File: src/rtl/p65_status_reg.sv
// 65C816 processor status (P) and emulation (E) flag register with ALU feedback.
// Optional STATUS_SNAPSHOT_EN adds an interrupt-entry {E,P} snapshot with restore.
module p65_status_reg #(
   parameter logic [7:0] RESET_P = 8'h34,
   parameter logic       RESET_E = 1'b1
) (
   input  logic       CLK,
   input  logic       RST_N,
   input  logic       CE,
   input  logic       ALU_CO,
   input  logic       ALU_VO,
   input  logic       ALU_SO,
   input  logic       ALU_ZO,
   input  logic [3:0] FLAG_LD,
   input  logic       REP,
   input  logic       SEP,
   input  logic [7:0] IMM,
   input  logic       PLP,
   input  logic [7:0] DIN,
   input  logic       XCE,
   input  logic       INT_ENTRY,
   input  logic       BRK_IN,
`ifdef STATUS_SNAPSHOT_EN
   input  logic       RESTORE_SNAP,
   output logic       SNAP_VALID,
`endif
   output logic [7:0] P_OUT,
   output logic [7:0] P_PUSH,
   output logic       E_OUT,
   output logic       W16_A,
   output logic       W16_X,
   output logic       BCD_OUT,
   output logic       CI_OUT,
   output logic       IDX_HI_CLR
);

   logic [7:0] p_q;
   logic [7:0] p_d;
   logic       e_q;
   logic       e_d;
   logic       idx_clr_q;
   logic       idx_clr_d;
   logic [7:0] p_plp_s;
   logic [7:0] p_rep_s;
   logic [7:0] p_sep_s;
   logic [7:0] p_ld_s;
   logic [7:0] p_xce_s;
   logic       e_xce_s;
   logic       restore_s;

`ifdef STATUS_SNAPSHOT_EN
   logic [8:0] snap_q;
   logic       snap_valid_q;
`endif

   // Next-state P/E: ordered command pipeline, then emulation forcing and interrupt override.
   always_comb begin
      p_plp_s   = PLP ? DIN : p_q;
      p_rep_s   = REP ? (p_plp_s & ~IMM) : p_plp_s;
      p_sep_s   = SEP ? (p_rep_s | IMM) : p_rep_s;
      p_ld_s    = p_sep_s;
      p_ld_s[7] = FLAG_LD[3] ? ALU_SO : p_sep_s[7];
      p_ld_s[6] = FLAG_LD[2] ? ALU_VO : p_sep_s[6];
      p_ld_s[1] = FLAG_LD[1] ? ALU_ZO : p_sep_s[1];
      p_ld_s[0] = FLAG_LD[0] ? ALU_CO : p_sep_s[0];
      // XCE swaps against the pre-edge register values, not the staged ones
      p_xce_s    = p_ld_s;
      p_xce_s[0] = XCE ? e_q : p_ld_s[0];
      e_xce_s    = XCE ? p_q[0] : e_q;
`ifdef STATUS_SNAPSHOT_EN
      restore_s = RESTORE_SNAP & snap_valid_q;
`else
      restore_s = 1'b0;
`endif
      if (restore_s) begin
`ifdef STATUS_SNAPSHOT_EN
         p_d = snap_q[7:0];
         e_d = snap_q[8];
`else
         p_d = p_xce_s;
         e_d = e_xce_s;
`endif
      end else begin
         p_d = p_xce_s;
         e_d = e_xce_s;
      end
      if (e_d) begin
         p_d[5:4] = 2'b11;
      end else begin
         p_d[5:4] = p_d[5:4];
      end
      if (INT_ENTRY) begin
         p_d[2] = 1'b1;
         p_d[3] = 1'b0;
      end else begin
         p_d[3:2] = p_d[3:2];
      end
      idx_clr_d = ~p_q[4] & p_d[4];
   end

   // State register: P, E and the index-high clear pulse advance only on CE.
   always_ff @(posedge CLK or negedge RST_N) begin
      if (!RST_N) begin
         p_q       <= RESET_P;
         e_q       <= RESET_E;
         idx_clr_q <= 1'b0;
      end else if (CE) begin
         p_q       <= p_d;
         e_q       <= e_d;
         idx_clr_q <= idx_clr_d;
      end else begin
         p_q       <= p_q;
         e_q       <= e_q;
         idx_clr_q <= idx_clr_q;
      end
   end

`ifdef STATUS_SNAPSHOT_EN
   // Snapshot register: capture on interrupt entry, invalidate once restored.
   always_ff @(posedge CLK or negedge RST_N) begin
      if (!RST_N) begin
         snap_q       <= 9'h000;
         snap_valid_q <= 1'b0;
      end else if (CE && INT_ENTRY) begin
         snap_q       <= {e_q, p_q};
         snap_valid_q <= 1'b1;
      end else if (CE && restore_s) begin
         snap_q       <= snap_q;
         snap_valid_q <= 1'b0;
      end else begin
         snap_q       <= snap_q;
         snap_valid_q <= snap_valid_q;
      end
   end

   assign SNAP_VALID = snap_valid_q;
`endif

   assign P_OUT      = p_q;
   assign E_OUT      = e_q;
   assign P_PUSH     = e_q ? {p_q[7:6], 1'b1, BRK_IN, p_q[3:0]} : p_q;
   assign W16_A      = ~p_q[5] & ~e_q;
   assign W16_X      = ~p_q[4] & ~e_q;
   assign BCD_OUT    = p_q[3];
   assign CI_OUT     = p_q[0];
   assign IDX_HI_CLR = idx_clr_q;

endmodule

File: config.mk
export PLATFORM = sky130hd
export DESIGN_NAME = p65_status_reg
export DESIGN_NICKNAME = d
export VERILOG_FILES = /design/src/rtl/p65_status_reg.sv
export SDC_FILE = /design/constraint.sdc
export NUM_CORES = 1
export LEC_CHECK = 0
export BUFFER_PORTS_ARGS = -buffer_cell sky130_fd_sc_hd__buf_2
export CAP_MARGIN = 20
export CELL_PAD_IN_SITES_DETAIL_PLACEMENT = 1
export CELL_PAD_IN_SITES_GLOBAL_PLACEMENT = 1
export CORE_MARGIN = 2
export CORE_UTILIZATION = 27
export DETAILED_ROUTE_END_ITERATION = 8
export PLACE_DENSITY = 0.79
export SKIP_LAST_GASP = 1
export SLEW_MARGIN = 0
export SYNTH_ARGS = -nofsm -noshare
export SYNTH_HDL_FRONTEND = slang
export SYNTH_SLANG_ARGS = --single-unit
File: constraint.sdc
create_clock -name CLK -period 1.53 [get_ports CLK]
set_input_delay 0.2295 -clock CLK [delete_from_list [all_inputs] [get_ports CLK]]
set_output_delay 0.2295 -clock CLK [all_outputs]
set_load 0.02 [all_outputs]
==> flow_summary.toml <==
[timing]
timing_hold_violations_final = 0
final.setup.tns_ns = 0
report.final.slew_viol_count = 0
grt_setup_unrepaired = "false"
worst_slew_margin_rel_pct = 80.6
final.min_clock_period_ns = 1.48
post_route_hold_slack_ns = 0.211
maxClockFrequency_mhz = 674
final_setup_violation_count = 0
timing.final.crit_share_pct = 97.0
final_critical_path_setup_slack_ns = 0.0466
worstMarginPinSlew_ns = 0.287
clock-skew-final_ns = 0.000246

[global_routing]
antenna_violations_before_repair = 0
gr_overflow_total = 0
total_grt_usage_pct = 14.3
grt_start_max_net_pins = 16
global_route_wire_length_before_repair_mm = 3.60
first_global_vias = 797

[pwr]
power_report.internal_total_mw = 0.583
clkPwrFrac_pct = 20.7
vdd.ir_drop.worst_uv = 428
combinationalPowerShare_pct = 42.0
pwr-share-seq_pct = 37.3
ratio_of_total_power_to_cell_area_nw_per_um2 = 915
report.power.total_mw = 0.940
p_switching_mw = 0.357
power.switching_fraction_pct = 38.0
p_leak_nw = 0.535

[cells_and_area]
drive_above_1_share_pct = 57.0
finalNonFillerCells = 159
mostFrequentLayoutCells = "sky130_fd_sc_hd__buf_2 (53), sky130_fd_sc_hd__nand2_1 (11), sky130_fd_sc_hd__dfrtp_1 (6), sky130_fd_sc_hd__inv_1 (6)"
synthToLayoutAreaGrowth_pct = 36.6
n_fill_cell = 354
final_net_count = 162
mostFrequentLayoutCell = "sky130_fd_sc_hd__buf_2"
n_antenna_cell = 0

[min_path]
holdCritStartpoint = "XCE"
min_delay_path_depth = 2
min_path_type = "in2reg"

[critical_path]
worstReg2RegStart = "E_OUT"
critPathRequiredTime_ns = 1.30
critical-path-max-stage-delay_ns = 0.53
crit_chain = "mux2_2 -> buf_6"
startpoint_type = "flip-flop"
timing.critical_path.slowest_stage_cell = "sky130_fd_sc_hd__dfstp_2"
critPathTopFamily = "flip-flops"
worst-r2r-cell-count = 4
path_class = "reg2out"
crit_path_end_kind = "primary output"
critical_path_cell_count = 2
startpoint = "E_OUT"
critical_path_arrival_ns = 1.25
critical_path_buf_inv_count = 1
timing.critical_path.fanout_max = 2

[clocking]
clock-sinks = 10
clkSlewWorstSetupHoldPaths_ns = 0.06
tritoncts = "yes"
cts_inserted_buffers = 3
clockRootBuffer = "sky130_fd_sc_hd__clkbuf_4"
max-clock-path-buffers = 2
htree_levels = 1
clk-insertion-delay-late_ns = 0.25

[yosys]
mappedNetlistArea_sq_um = 752
post_synth_num_cell_types = 26
synth.yosys.seq_area_share_pct = 33.9
synthTopCellsByArea = "sky130_fd_sc_hd__dfrtp_1 (20%), sky130_fd_sc_hd__dfstp_2 (14%), sky130_fd_sc_hd__a221oi_2 (8.0%), sky130_fd_sc_hd__buf_4 (8.0%), sky130_fd_sc_hd__mux2_4 (8.0%)"
synth_largest_area_cell = "sky130_fd_sc_hd__dfrtp_1"
postSynthRegisterBits = 10
ys.warnings.count = 0
syn-mean-instance-area_sq_um = 9.40
syn-instance-count = 80
synthDominantCellAreaShare_pct = 20.0
synthesis.nets = 113

[place]
post-place-cells = 153
port-buffer-count = 54
dp_hpwl_mm = 1.73
gp_routability_congestion = 0.743
detailedPlace.worstSlack_ns = 0.192

[drt]
detail_route.wl_per_cell_um = 13.9
drt-pass1-iter-count = 2
total_vias_in_the_final_route = 782
finalWirelength_mm = 2.21
detailedRoute.firstIterationViolations = 4
avgViaCountPerCell = 4.92
detail-route-antenna-nets = 0
drt_drc_violations_left = 0

[die]
initial_core_util_pct = 27.7
die_outline_area_sq_um = 3220
core_area_sq_um = 2710
fp.dieH_um = 56.8
core.rowCount = 19
ios = 55
fp.dieW_um = 56.8

[run]
drv.max_cap_violation_count = 0

[status]
status = "complete, no violations"
kinds of logic after synthesis:
group | share of synthesized area [%]
muxes | 13.5
AOI/OAI and AO/OA | 27.5
and+or+nand+nor | 11.0
DFF | 33.9
buffers and inverters | 14.1
state kept, by name, summed over array words and instances, names as in the netlist:
register	flops
E_OUT	1
IDX_HI_CLR	1
P_OUT	8
synthesized netlist by cell type (all sizes together):
| cell | count |
|---|---|
| o41ai | 1 |
| o22a | 2 |
| buf | 9 |
| o31ai | 1 |
| dfrtp | 6 |
| and3 | 1 |
| nand2 | 11 |
| nor2b | 1 |
| a221o | 1 |
| and2 | 1 |
| o21ai | 5 |
| o211a | 1 |
| o2bb2ai | 4 |
| inv | 6 |
| mux2i | 3 |
| clkbuf | 3 |
| dfstp | 4 |
| nor2 | 4 |
| a221oi | 4 |
| mux2 | 5 |
| nand3 | 1 |
| a31oi | 1 |
| a21oi | 5 |
final timing paths:
| kind | end | slack (ns) |
|---|---|---|
| max reg2reg | IDX_HI_CLR | 0.32 |
| max in group asynchronous | P_OUT[5] | 0.90 |
| max | P_PUSH[4] | 0.05 |
| min reg2reg | IDX_HI_CLR | 0.49 |
| min in group asynchronous | P_OUT[3] | 0.35 |
| min | P_OUT[0] | 0.21 |
per-stage QoR:
step,instance area (sq um),utilization [%]
6_report,1030,37.9
5_1_grt,1030,37.9
4_1_cts,1020,37.7
3_5_place_dp,977,36.1
3_3_place_gp,977,36.1
2_1_floorplan,752,-
repair_timing:
item	CTS	global route
endpoints found under the setup margin	1	1
buffers inserted	1	0
pin swaps	0	0
hold buffers	1	0
endpoints found under the hold margin	6	0
gates resized for setup	0	2
per-layer routing:
metal / routed length [um] / global-route usage, % / up-vias
met1: 913 / 16.5 / 374
li1: - / - / 376
met2: 1170 / 26.6 / 32
met5: 0 / 0 / -
met4: 0 / 3.99 / 0
met3: 130 / 2.76 / 0
area by class of cell:
cell class	instances	area, sq um	area share (%)
Timing Repair Buffer	56	294	28.6
Multi-Input combinational cell	52	390	38.0
Clock buffer	4	26.3	2.56
Tap cell	31	38.8	3.78
Inverter	6	22.5	2.19
Sequential cell	10	255	24.8
power groups by stage:
stage | Clock [mW] | Sequential (mW) | Combinational (mW)
after floorplan | 0 | 0.401 | 0.221
after global placement | 0 | 0.357 | 0.370
after detailed placement | 0 | 0.360 | 0.378
after CTS | 0.206 | 0.351 | 0.393
after global routing | 0.218 | 0.359 | 0.427
final | 0.195 | 0.350 | 0.395
Note: power is estimated with default switching activity, not from simulation.
